===== src/rtl/fifo_to_axi_if.sv =====
`default_nettype none
// ============================================================================
// Module      : fifo_to_axi_if
// Description : AXI4 write-channel bundle (AW/W/B) between the FIFO-to-AXI
//               DMA engine (master) and the memory side (slave).
// Revision    : 1.0 - initial release
// ============================================================================
interface fifo_to_axi_if #(
    parameter int ADDR_W = 32,
    parameter int DATA_W = 32
);
    logic [ADDR_W-1:0]   awaddr;
    logic [7:0]          awlen;
    logic [2:0]          awsize;
    logic [1:0]          awburst;
    logic                awid;
    logic [3:0]          awcache;
    logic                awlock;
    logic [2:0]          awprot;
    logic [3:0]          awqos;
    logic                awvalid;
    logic                awready;
    logic [DATA_W-1:0]   wdata;
    logic [DATA_W/8-1:0] wstrb;
    logic                wlast;
    logic                wvalid;
    logic                wready;
    logic [1:0]          bresp;
    logic                bvalid;
    logic                bready;

    modport master (
        output awaddr, awlen, awsize, awburst, awid, awcache, awlock, awprot,
               awqos, awvalid,
        input  awready,
        output wdata, wstrb, wlast, wvalid,
        input  wready,
        input  bresp, bvalid,
        output bready
    );

    modport slave (
        input  awaddr, awlen, awsize, awburst, awid, awcache, awlock, awprot,
               awqos, awvalid,
        output awready,
        input  wdata, wstrb, wlast, wvalid,
        output wready,
        output bresp, bvalid,
        input  bready
    );
endinterface
`default_nettype wire


===== src/rtl/fifo_to_axi.sv =====
`default_nettype none
// ============================================================================
// Module      : fifo_to_axi
// Description : Write-direction DMA engine. Pops words from an FWFT FIFO and
//               writes them to memory as AXI4 INCR bursts, one burst in
//               flight, never crossing a 4KB page.
// Revision    : 1.0 - initial release
// ============================================================================
module fifo_to_axi #(
    parameter int         AXI_ADDR_WIDTH = 32,
    parameter int         AXI_DATA_WIDTH = 32,
    parameter int         LEN_WIDTH      = 16,
    parameter logic [3:0] AWCACHE        = 4'b0010
) (
    input  logic                      clock,
    input  logic                      reset_n,
    input  logic                      start,
    input  logic [AXI_ADDR_WIDTH-1:0] addr,
    input  logic [LEN_WIDTH-1:0]      len,
    output logic                      busy,
    output logic                      done,
    output logic                      error,
    input  logic [AXI_DATA_WIDTH-1:0] fifo_rd_data,
    input  logic                      fifo_empty,
    output logic                      fifo_rd_en,
    fifo_to_axi_if.master             axi
);
    localparam int BYTES  = AXI_DATA_WIDTH / 8;
    localparam int BSHIFT = $clog2(BYTES);

    typedef enum logic [1:0] {
        S_IDLE = 2'd0,
        S_AW   = 2'd1,
        S_W    = 2'd2,
        S_B    = 2'd3
    } state_t;

    state_t                    state_q, state_d;
    logic [AXI_ADDR_WIDTH-1:0] cur_addr_q, cur_addr_d;
    logic [LEN_WIDTH-1:0]      beats_left_q, beats_left_d;
    logic [BSHIFT-1:0]         rem_q, rem_d;
    logic [8:0]                nb_q, nb_d;          // beats in current burst
    logic [8:0]                issued_q, issued_d;  // beats loaded into W stage
    logic                      awvalid_q, awvalid_d;
    logic                      wvalid_q, wvalid_d;
    logic [AXI_DATA_WIDTH-1:0] wdata_q, wdata_d;
    logic [BYTES-1:0]          wstrb_q, wstrb_d;
    logic                      wlast_q, wlast_d;
    logic                      done_q, done_d;
    logic                      error_q, error_d;
    logic                      sticky_q, sticky_d;  // any bresp error this transfer

    logic [12:0]               w_page_beats;
    logic [8:0]                w_cap;
    logic [8:0]                w_nb;
    logic [LEN_WIDTH-1:0]      w_total_beats;
    logic [BYTES-1:0]          w_part_strb;
    logic                      w_load;
    logic                      w_resp_err;

    // Beats left in the current 4KB page, capped at the AXI4 maximum of 256,
    // then limited by what remains of the transfer.
    assign w_page_beats  = (13'd4096 - {1'b0, cur_addr_q[11:0]}) >> BSHIFT;
    assign w_cap         = (w_page_beats > 13'd256) ? 9'd256 : w_page_beats[8:0];
    assign w_nb          = (beats_left_q < LEN_WIDTH'(w_cap)) ? beats_left_q[8:0] : w_cap;
    assign w_total_beats = (len >> BSHIFT) + LEN_WIDTH'(|len[BSHIFT-1:0]);
    assign w_resp_err    = (axi.bresp != 2'b00);

    // Byte mask for a trailing partial word: low rem bytes enabled.
    always_comb begin
        w_part_strb = '0;
        for (int i = 0; i < BYTES; i++) begin
            w_part_strb[i] = (i < int'(rem_q));
        end
    end

    // Next-state and datapath update for the transfer sequencer.
    always_comb begin
        state_d      = state_q;
        cur_addr_d   = cur_addr_q;
        beats_left_d = beats_left_q;
        rem_d        = rem_q;
        nb_d         = nb_q;
        issued_d     = issued_q;
        awvalid_d    = awvalid_q;
        wvalid_d     = wvalid_q;
        wdata_d      = wdata_q;
        wstrb_d      = wstrb_q;
        wlast_d      = wlast_q;
        done_d       = 1'b0;
        error_d      = error_q;
        sticky_d     = sticky_q;
        w_load       = 1'b0;

        case (state_q)
            S_IDLE: begin
                if (start) begin
                    if ((len == '0) || (addr[BSHIFT-1:0] != '0)) begin
                        done_d  = 1'b1;
                        error_d = 1'b1;
                    end else begin
                        cur_addr_d   = addr;
                        beats_left_d = w_total_beats;
                        rem_d        = len[BSHIFT-1:0];
                        sticky_d     = 1'b0;
                        state_d      = S_AW;
                    end
                end
            end
            S_AW: begin
                // First AW cycle sizes the burst; awvalid follows a cycle later.
                if (!awvalid_q) begin
                    nb_d      = w_nb;
                    awvalid_d = 1'b1;
                end else if (axi.awready) begin
                    awvalid_d = 1'b0;
                    issued_d  = 9'd0;
                    state_d   = S_W;
                end
            end
            S_W: begin
                w_load = (!wvalid_q || axi.wready) && !fifo_empty && (issued_q != nb_q);
                if (w_load) begin
                    wvalid_d = 1'b1;
                    wdata_d  = fifo_rd_data;
                    issued_d = issued_q + 9'd1;
                    wlast_d  = (issued_q + 9'd1 == nb_q);
                    // Last beat of the whole transfer carries the partial mask.
                    if ((issued_q + 9'd1 == nb_q) && (LEN_WIDTH'(nb_q) == beats_left_q)
                        && (rem_q != '0)) begin
                        wstrb_d = w_part_strb;
                    end else begin
                        wstrb_d = '1;
                    end
                end else if (wvalid_q && axi.wready) begin
                    wvalid_d = 1'b0;
                    wlast_d  = 1'b0;
                    if (wlast_q) begin
                        state_d = S_B;
                    end
                end
            end
            S_B: begin
                if (axi.bvalid) begin
                    sticky_d     = sticky_q | w_resp_err;
                    cur_addr_d   = cur_addr_q + (AXI_ADDR_WIDTH'(nb_q) << BSHIFT);
                    beats_left_d = beats_left_q - LEN_WIDTH'(nb_q);
                    if (beats_left_q == LEN_WIDTH'(nb_q)) begin
                        done_d  = 1'b1;
                        error_d = sticky_q | w_resp_err;
                        state_d = S_IDLE;
                    end else begin
                        state_d = S_AW;
                    end
                end
            end
            default: begin
                state_d = S_IDLE;
            end
        endcase
    end

    // State and datapath registers; reset aborts any transfer in flight.
    always_ff @(posedge clock) begin
        if (!reset_n) begin
            state_q      <= S_IDLE;
            cur_addr_q   <= '0;
            beats_left_q <= '0;
            rem_q        <= '0;
            nb_q         <= '0;
            issued_q     <= '0;
            awvalid_q    <= 1'b0;
            wvalid_q     <= 1'b0;
            wdata_q      <= '0;
            wstrb_q      <= '0;
            wlast_q      <= 1'b0;
            done_q       <= 1'b0;
            error_q      <= 1'b0;
            sticky_q     <= 1'b0;
        end else begin
            state_q      <= state_d;
            cur_addr_q   <= cur_addr_d;
            beats_left_q <= beats_left_d;
            rem_q        <= rem_d;
            nb_q         <= nb_d;
            issued_q     <= issued_d;
            awvalid_q    <= awvalid_d;
            wvalid_q     <= wvalid_d;
            wdata_q      <= wdata_d;
            wstrb_q      <= wstrb_d;
            wlast_q      <= wlast_d;
            done_q       <= done_d;
            error_q      <= error_d;
            sticky_q     <= sticky_d;
        end
    end

    assign busy        = (state_q != S_IDLE);
    assign done        = done_q;
    assign error       = error_q;
    assign fifo_rd_en  = w_load;

    assign axi.awaddr  = cur_addr_q;
    assign axi.awlen   = 8'(nb_q - 9'd1);
    assign axi.awsize  = 3'(BSHIFT);
    assign axi.awburst = 2'b01;
    assign axi.awid    = 1'b0;
    assign axi.awcache = AWCACHE;
    assign axi.awlock  = 1'b0;
    assign axi.awprot  = 3'b000;
    assign axi.awqos   = 4'b0000;
    assign axi.awvalid = awvalid_q;
    assign axi.wdata   = wdata_q;
    assign axi.wstrb   = wstrb_q;
    assign axi.wlast   = wlast_q;
    assign axi.wvalid  = wvalid_q;
    assign axi.bready  = (state_q == S_B);
endmodule
`default_nettype wire


===== src/flat_wrapper.sv =====
// flat-port wrapper written by rule: the top's interface ports become plain ports
module fifo_to_axi_flat 
#(
    parameter int         AXI_ADDR_WIDTH = 32,
    parameter int         AXI_DATA_WIDTH = 32,
    parameter int         LEN_WIDTH      = 16,
    parameter logic [3:0] AWCACHE        = 4'b0010
)
  (clock, reset_n, start, addr, len, busy, done, error, fifo_rd_data, fifo_empty, fifo_rd_en, axi_awaddr, axi_awlen, axi_awsize, axi_awburst, axi_awid, axi_awcache, axi_awlock, axi_awprot, axi_awqos, axi_awvalid, axi_awready, axi_wdata, axi_wstrb, axi_wlast, axi_wvalid, axi_wready, axi_bresp, axi_bvalid, axi_bready);
  fifo_to_axi_if #(.ADDR_W((32)), .DATA_W((32))) axi_i ();
  input  logic clock;
  input  logic reset_n;
  input  logic start;
  input  logic [AXI_ADDR_WIDTH-1:0] addr;
  input  logic [LEN_WIDTH-1:0] len;
  output logic busy;
  output logic done;
  output logic error;
  input  logic [AXI_DATA_WIDTH-1:0] fifo_rd_data;
  input  logic fifo_empty;
  output logic fifo_rd_en;
  output wire logic [$bits(axi_i.awaddr)-1:0] axi_awaddr;
  output wire logic [$bits(axi_i.awlen)-1:0] axi_awlen;
  output wire logic [$bits(axi_i.awsize)-1:0] axi_awsize;
  output wire logic [$bits(axi_i.awburst)-1:0] axi_awburst;
  output wire logic [$bits(axi_i.awid)-1:0] axi_awid;
  output wire logic [$bits(axi_i.awcache)-1:0] axi_awcache;
  output wire logic [$bits(axi_i.awlock)-1:0] axi_awlock;
  output wire logic [$bits(axi_i.awprot)-1:0] axi_awprot;
  output wire logic [$bits(axi_i.awqos)-1:0] axi_awqos;
  output wire logic [$bits(axi_i.awvalid)-1:0] axi_awvalid;
  input wire logic [$bits(axi_i.awready)-1:0] axi_awready;
  output wire logic [$bits(axi_i.wdata)-1:0] axi_wdata;
  output wire logic [$bits(axi_i.wstrb)-1:0] axi_wstrb;
  output wire logic [$bits(axi_i.wlast)-1:0] axi_wlast;
  output wire logic [$bits(axi_i.wvalid)-1:0] axi_wvalid;
  input wire logic [$bits(axi_i.wready)-1:0] axi_wready;
  input wire logic [$bits(axi_i.bresp)-1:0] axi_bresp;
  input wire logic [$bits(axi_i.bvalid)-1:0] axi_bvalid;
  output wire logic [$bits(axi_i.bready)-1:0] axi_bready;
  assign axi_awaddr = axi_i.awaddr;
  assign axi_awlen = axi_i.awlen;
  assign axi_awsize = axi_i.awsize;
  assign axi_awburst = axi_i.awburst;
  assign axi_awid = axi_i.awid;
  assign axi_awcache = axi_i.awcache;
  assign axi_awlock = axi_i.awlock;
  assign axi_awprot = axi_i.awprot;
  assign axi_awqos = axi_i.awqos;
  assign axi_awvalid = axi_i.awvalid;
  assign axi_i.awready = axi_awready;
  assign axi_wdata = axi_i.wdata;
  assign axi_wstrb = axi_i.wstrb;
  assign axi_wlast = axi_i.wlast;
  assign axi_wvalid = axi_i.wvalid;
  assign axi_i.wready = axi_wready;
  assign axi_i.bresp = axi_bresp;
  assign axi_i.bvalid = axi_bvalid;
  assign axi_bready = axi_i.bready;
  fifo_to_axi #(.AXI_ADDR_WIDTH(AXI_ADDR_WIDTH), .AXI_DATA_WIDTH(AXI_DATA_WIDTH), .LEN_WIDTH(LEN_WIDTH), .AWCACHE(AWCACHE)) u_core (.clock(clock), .reset_n(reset_n), .start(start), .addr(addr), .len(len), .busy(busy), .done(done), .error(error), .fifo_rd_data(fifo_rd_data), .fifo_empty(fifo_empty), .fifo_rd_en(fifo_rd_en), .axi(axi_i));
endmodule

===== config.mk =====
export PLATFORM = sky130hd
export DESIGN_NAME = fifo_to_axi_flat
export DESIGN_NICKNAME = d
export VERILOG_FILES = /design/src/rtl/fifo_to_axi_if.sv /design/src/rtl/fifo_to_axi.sv /design/src/flat_wrapper.sv
export SDC_FILE = /design/constraint.sdc
export NUM_CORES = 1
export LEC_CHECK = 0
export ABC_AREA = 1
export BUFFER_PORTS_ARGS = -buffer_cell sky130_fd_sc_hd__buf_2
export CAP_MARGIN = 30
export CORE_MARGIN = 2
export CORE_UTILIZATION = 58
export CTS_BUF_LIST = sky130_fd_sc_hd__clkbuf_4
export DETAILED_ROUTE_END_ITERATION = 16
export GPL_ROUTABILITY_DRIVEN = 0
export PLACE_DENSITY = 0.83
export SKIP_LAST_GASP = 1
export SLEW_MARGIN = 25
export SYNTH_ARGS = -nofsm -noshare
export SYNTH_HDL_FRONTEND = slang
export SYNTH_SLANG_ARGS = --single-unit
export TNS_END_PERCENT = 20

===== constraint.sdc =====
create_clock -name clock -period 5.12 [get_ports clock]
set_input_delay 1.024 -clock clock [delete_from_list [all_inputs] [get_ports clock]]
set_output_delay 1.024 -clock clock [all_outputs]
set_load 0.005 [all_outputs]

==> metrics.yaml, run 1 <==
routing:
  drcViolationCount: 0
  drtIter0Drc: 616
  ant_nets: 0
  vias_per_cell: 5.41
  dr.max_layer_used: "met4"
  wl_um: 20900
  wl_met3_um: 1400
  drt-met1-wl_um: 9210
  vias: 7765
  met2WireLength_um: 9510
  dr.pass1.iters: 5
  detail_route.wl_per_cell_um: 14.5
floorplan:
  die-area_um2: 13600
  core_um2: 12500
  num_rows: 41
  die_y_um: 117
  boundaryPins: 191
  initial_core_util_pct: 58.9
  fp.dieW_um: 117
final_layout:
  nets: 1381
  post-route-util_pct: 67.6
  areaGrowthSynthToFinish_pct: 14.7
  layout-drive-gt1-share_pct: 18.6
  nFillCells: 1164
setup_path:
  crit_type: "register to register"
  critPathArrivalTime_ns: 3.98
  worst_r2r_path_depth: 11
  crit_path_start_kind: "register"
  crit_path_max_fanout: 41
  crit_path_end_kind: "register"
  worstPathRequired_ns: 5.56
grt:
  grt_usage_pct: 31.1
  grt_pass1_wl_um: 33800
  grt_max_degree: 52
  grt_antenna_before_repair: 2
  grt-ovfl-total: 0
  grt_pass1_vias: 7017
clock_network:
  cts_sinks: 112
  cts-root-buf: "clkbuf_4"
  cts_tree: "built"
  clk_pin_slew_worst_paths_ns: 0.20
  cts_resized: 0
  cts_made_buffers: 9
  postCtsSetupBuffers: 0
  clock_path_buffers: 2
  clkLatencyLatePin_ns: 0.52
  hold_buffers: 0
  htreeDepth: 3
sta:
  max_slew_margin_pct: 43.3
  tns_ns: 0
  tightestPinTransition_ns: 0.847
  fin_crit_ns: 3.54
  setup_violations: 0
  finalCritPeriodShare_pct: 69.1
  slew_violations: 0
  fmax_ghz: 0.283
  hold_violations: 0
  rsz0062_at_grt: "false"
  fin_skew_ns: 0.0237
worst_hold_path:
  hold_class: "register to register"
  hold_depth: 2
yosys:
  yosys.area.top_type: "dfxtp_1"
  yosysWarningCount: 0
  synthTopCellsByArea: "dfxtp_1, nand2_1, nor2_1"
  postSynthCellCount: 1103
  synthDistinctLibCells: 52
  synthFlopType: "dfxtp_1"
  ys_ff_latch: 112
  ys_seq_area_share_pct: 30.5
  synth_area_per_cell_um2: 6.66
  synth_top_area_share_pct: 30.5
  synth_area_um2: 7340
  synth_edf_count: 0
  synthArstFlopShare_pct: 0
placed_design:
  place_hpwl_um: 15800
  portBuffers: 172
power_and_ir_drop:
  p_per_area_nw_per_um2: 530
  p_leak_nw: 3.90
  ir_worst_vdd_mv: 0.293
status:
  run_status: "complete, no violations"
run:
  cap_violations: 0
==> per-stage QoR <==
| stage | cell area [um2] | power [mW] | hold slack [ns] | worst slack, ns | std cells |
|---|---|---|---|---|---|
| finish | 8420 | 4.47 | 0.475 | 1.58 | 1435 |
| CTS | 8420 | 4.43 | 0.480 | 1.69 | 1433 |
| global placement | 8270 | 3.90 | 0.444 | 1.82 | 1417 |
| floorplan | 7400 | 3.19 | 0.428 | 2.27 | 1119 |
| global route | 8420 | 4.88 | 0.501 | 1.27 | 1435 |
| detailed placement | 8270 | 3.96 | 0.454 | 1.71 | 1417 |
==> state kept, by name (all words and copies together), names as in the netlist <==
register	flops
u_core.axi.awaddr	32
u_core.axi.wdata	32
u_core.beats_left_q	16
u_core.issued_q	9
u_core.nb_q	9
u_core.axi.wstrb	4
u_core.rem_q	2
u_core.state_q	2
u_core.axi.awvalid	1
u_core.axi.wlast	1
u_core.axi.wvalid	1
u_core.done	1
u_core.error	1
u_core.sticky_q	1
==> power by group <==
group,switching (mW),internal (mW)
registers,0.261,1.10
clock network,0.356,0.120
logic,1.67,0.964
total,2.29,2.18
==> area by class of cell <==
cell class | count | area [um2] | area share [%]
Antenna cell | 2 | 5.00 | 0.0594
Clock buffer | 9 | 67.6 | 0.802
Clock inverter | 7 | 85.1 | 1.01
Inverter | 122 | 458 | 5.44
Multi-Input combinational cell | 832 | 4440 | 52.7
Sequential cell | 112 | 2240 | 26.6
Tap cell | 172 | 215 | 2.55
Timing Repair Buffer | 179 | 913 | 10.8
==> layer usage <==
layer | GRT usage [%] | vias to the layer above
met2 | 49.5 | 297
met4 | 14.8 | 0
met1 | 41.6 | 3493
met3 | 4.62 | 48
met5 | 0 | -
li1 | - | 3927
==> logic make-up after synthesis <==
kind of cell	count (synthesis)	share of synthesized area (%)
simple gates	504	29.9
compound gates	235	18.5
buf+inv	175	9.95
flops	112	30.5
xor+xnor	39	4.65
fa+ha+maj	36	6.34
other cells	2	0.102
==> critical path: stages, from the launching register on <==
cell      delay (ns)
dfxtp_1         0.38
ha_1            0.20
buf_4           0.26
inv_1           0.45
buf_4           0.31
o22ai_1         0.13
a21oi_1         0.20
nand2_2         0.25
nor2_1          0.49
clkinv_1        0.43
o21ai_0         0.27
a21oi_1         0.05
==> cell usage after synthesis (3+ instances only) <==
cell type / number
a211oi_1: 11
a21boi_0: 3
a21oi_1: 83
a221oi_1: 9
a31oi_1: 9
buf_1: 9
buf_2: 5
buf_4: 18
clkbuf_1: 21
clkinv_1: 5
dfxtp_1: 112
ha_1: 34
inv_1: 115
nand2_1: 195
nand2_2: 7
nand3_1: 62
nand4_1: 15
nor2_1: 166
nor2_2: 7
nor2_4: 4
nor3_1: 19
nor3b_1: 3
nor4_1: 9
o211ai_1: 8
o21ai_0: 76
o21ai_1: 13
o22ai_1: 3
or2_2: 6
xnor2_1: 11
xor2_1: 28
==> layout by cell type, fill, tap and decap left out, types with 9 or more instances in the layout <==
cell type / count
nor4_1: 9
dfxtp_1: 112
clkbuf_4: 9
o21ai_1: 13
xnor2_1: 11
nand2_1: 194
ha_1: 34
buf_2: 172
o21ai_0: 76
a211oi_1: 11
xor2_1: 28
inv_1: 115
nand3_1: 62
conb_1: 18
a221oi_1: 9
a21oi_1: 83
a31oi_1: 9
nor2_1: 165
nand4_1: 15
nor3_1: 19
==> worst paths after layout <==
kind	from	endpoint	slack [ns]
setup / recovery	u_core.state_q[0]	u_core.axi.awaddr[12]	1.58
hold / removal	u_core.axi.wstrb[2]	u_core.axi.wstrb[2]	0.48
setup reg to reg	u_core.state_q[0]	u_core.axi.awaddr[12]	1.58
hold reg to reg	u_core.axi.wstrb[2]	u_core.axi.wstrb[2]	0.48
(Power assumes the default switching activity.)
==> run 2, diff against run 1 <==
--- a/config.mk
+++ b/config.mk
@@ -9,11 +9,11 @@
 export BUFFER_PORTS_ARGS = -buffer_cell sky130_fd_sc_hd__buf_2
 export CAP_MARGIN = 30
 export CORE_MARGIN = 2
-export CORE_UTILIZATION = 58
+export CORE_UTILIZATION = 55
 export CTS_BUF_LIST = sky130_fd_sc_hd__clkbuf_4
 export DETAILED_ROUTE_END_ITERATION = 16
 export GPL_ROUTABILITY_DRIVEN = 0
-export PLACE_DENSITY = 0.83
+export PLACE_DENSITY = 0.8
 export SKIP_LAST_GASP = 1
 export SLEW_MARGIN = 25
 export SYNTH_ARGS = -nofsm -noshare
==> constraint.sdc (replaced) <==
create_clock -name clock -period 3.3 [get_ports clock]
set_input_delay 0.66 -clock clock [delete_from_list [all_inputs] [get_ports clock]]
set_output_delay 0.66 -clock clock [all_outputs]
set_load 0.005 [all_outputs]
==> run 2 against run 1 <==
Global-route usage fell by 1.8 points. Utilization fell by 3.0 points. Non-clock buffer count rose by 6. First-iteration DRC count fell by 14%. Die area rose by 5.3%. Sequential share of layout area fell by 0.18 points. Routed wire length fell by 0.56%. Register-to-register slack got worse by 1.3 ns. Clock skew fell by 0.0091 ns. Sequential power rose by 54%. Critical endpoint is now fifo_rd_en. Highest routed layer unchanged.
==> metrics.yaml, run 2 (synthesis gave the netlist of run 1 again) <==
routing:
  detail_route.wl_per_cell_um: 14.4
  met2WireLength_um: 9560
  dr.pass1.iters: 6
  drt-met1-wl_um: 9150
  vias_per_cell: 5.42
  drcViolationCount: 0
  drtIter0Drc: 529
  vias: 7827
  ant_nets: 0
  dr.max_layer_used: "met4"
  wl_um: 20700
  wl_met3_um: 1380
setup_path:
  critPathArrivalTime_ns: 2.52
  critical_path.slowest_cell: "dfxtp_1"
  reg2reg_from: "u_core.nb_q[1]"
  worst_r2r_path_depth: 16
  crit_type: "register to output port"
  worstPathRequired_ns: 2.64
  crit_path_start_kind: "register"
  startpoint: "u_core.nb_q[6]"
  max_stage_delay_ns: 0.52
  crit_path_max_fanout: 21
  crit_chain: "inv_1, o22ai_1, a221oi_1, nand4_1, o21ai_1, nor2_4, buf_4, buf_2"
  crit_path_end_kind: "output port"
worst_hold_path:
  min_from: "fifo_rd_data[12]"
  hold_class: "input port to register"
  hold_depth: 3
floorplan:
  die_y_um: 120
  initial_core_util_pct: 55.9
  die-area_um2: 14300
  num_rows: 42
  fp.dieW_um: 120
  boundaryPins: 191
  core_um2: 13100
status:
  run_status: "complete, no violations"
clock_network:
  cts-root-buf: "clkbuf_4"
  cts_made_buffers: 9
  cts_sinks: 112
  clock_path_buffers: 2
  postCtsSetupBuffers: 0
  clkLatencyLatePin_ns: 0.54
  clk_pin_slew_worst_paths_ns: 0.21
  htreeDepth: 3
  cts_tree: "built"
power_and_ir_drop:
  ir_worst_vdd_mv: 0.383
  finalPower_mw: 6.97
  p_leak_nw: 3.93
  p_per_area_nw_per_um2: 822
grt:
  grt_pass1_vias: 7289
  grt-ovfl-total: 0
  grt_pass1_wl_um: 34200
  grt_antenna_before_repair: 1
  grt_max_degree: 51
  grt_usage_pct: 29.3
run:
  cap_violations: 0
sta:
  finalCritPeriodShare_pct: 96.2
  final.setup.worst_slack_ns: 0.124
  fin_crit_ns: 3.18
  rsz0062_at_grt: "true"
  fmax_ghz: 0.315
  fin_skew_ns: 0.0145
  setup_violations: 0
  hold_violations: 0
  max_slew_margin_pct: 36.4
  tightestPinTransition_ns: 0.951
  slew_violations: 0
final_layout:
  design_area_um2: 8490
  instances_no_fill: 1444
  layout-drive-gt1-share_pct: 19.1
  final_common_cell: "nand2_1"
  nets: 1387
  areaGrowthSynthToFinish_pct: 15.5
  final_cell_mix: "nand2_1, buf_2, nor2_1, inv_1, dfxtp_1"
  nFillCells: 1288
  post-route-util_pct: 64.6
placed_design:
  place_area_um2: 8320
  portBuffers: 172
  place_hpwl_um: 15700
  place_ws_ns: 0.306
  placed_cells: 1427
-- run 2: cell count changes in the layout (fill, tap and decap cells not counted), sizes merged --
cell,before,now
clkinv,9,10
diode,2,1
buf,179,185
inv,120,119
-- run 2: worst paths after layout --
kind / to / slack [ns]
min reg2reg: u_core.sticky_q / 0.47
max: fifo_rd_en / 0.12
max reg2reg: u_core.axi.awaddr[22] / 0.29
min: u_core.axi.wdata[12] / 0.32
-- run 2: metrics by stage --
stage                     setup TNS [ns]  hold WS (ns)
final                                  0         0.317
after global routing             -0.0841         0.283
after CTS                              0         0.303
after detailed placement               0         0.445
after global placement                 0         0.440
after floorplan                        0         0.428
-- run 2: final cells by class --
cell class / count / area (um2) / share of cell area (%)
antenna: 1 / 2.50 / 0.0295
clock buffer: 9 / 67.6 / 0.796
clock inverter: 7 / 93.8 / 1.11
inverter: 122 / 458 / 5.40
multi-input combinational: 832 / 4440 / 52.3
sequential: 112 / 2240 / 26.4
tap: 176 / 220 / 2.60
timing repair buffer: 185 / 958 / 11.3
-- run 2: repair_timing --
item | 4_1_cts | 5_1_grt
endpoints found under the setup margin | 1 | 10
hold buffers | 0 | 0
gates resized for setup | 1 | 2
-- run 2: layer usage --
metal,GRT usage [%],up-vias
met5,0,-
met4,11.5,0
met3,6.65,48
met2,48.5,281
met1,37.2,3556
li1,-,3942
-- run 2: where the power goes --
group          internal, mW  switching (mW)  leakage, nW
Sequential             1.70           0.394        0.911
Clock                 0.192           0.581       0.0837
Combinational          1.53            2.57         2.93
-- run 2: worst max-delay path, delay by kind of cell, from the launching register on --
kind	cells	cell delay [ns]
compound gates	3	0.37
buf+inv	3	0.60
flops	1	0.52
simple gates	2	0.48
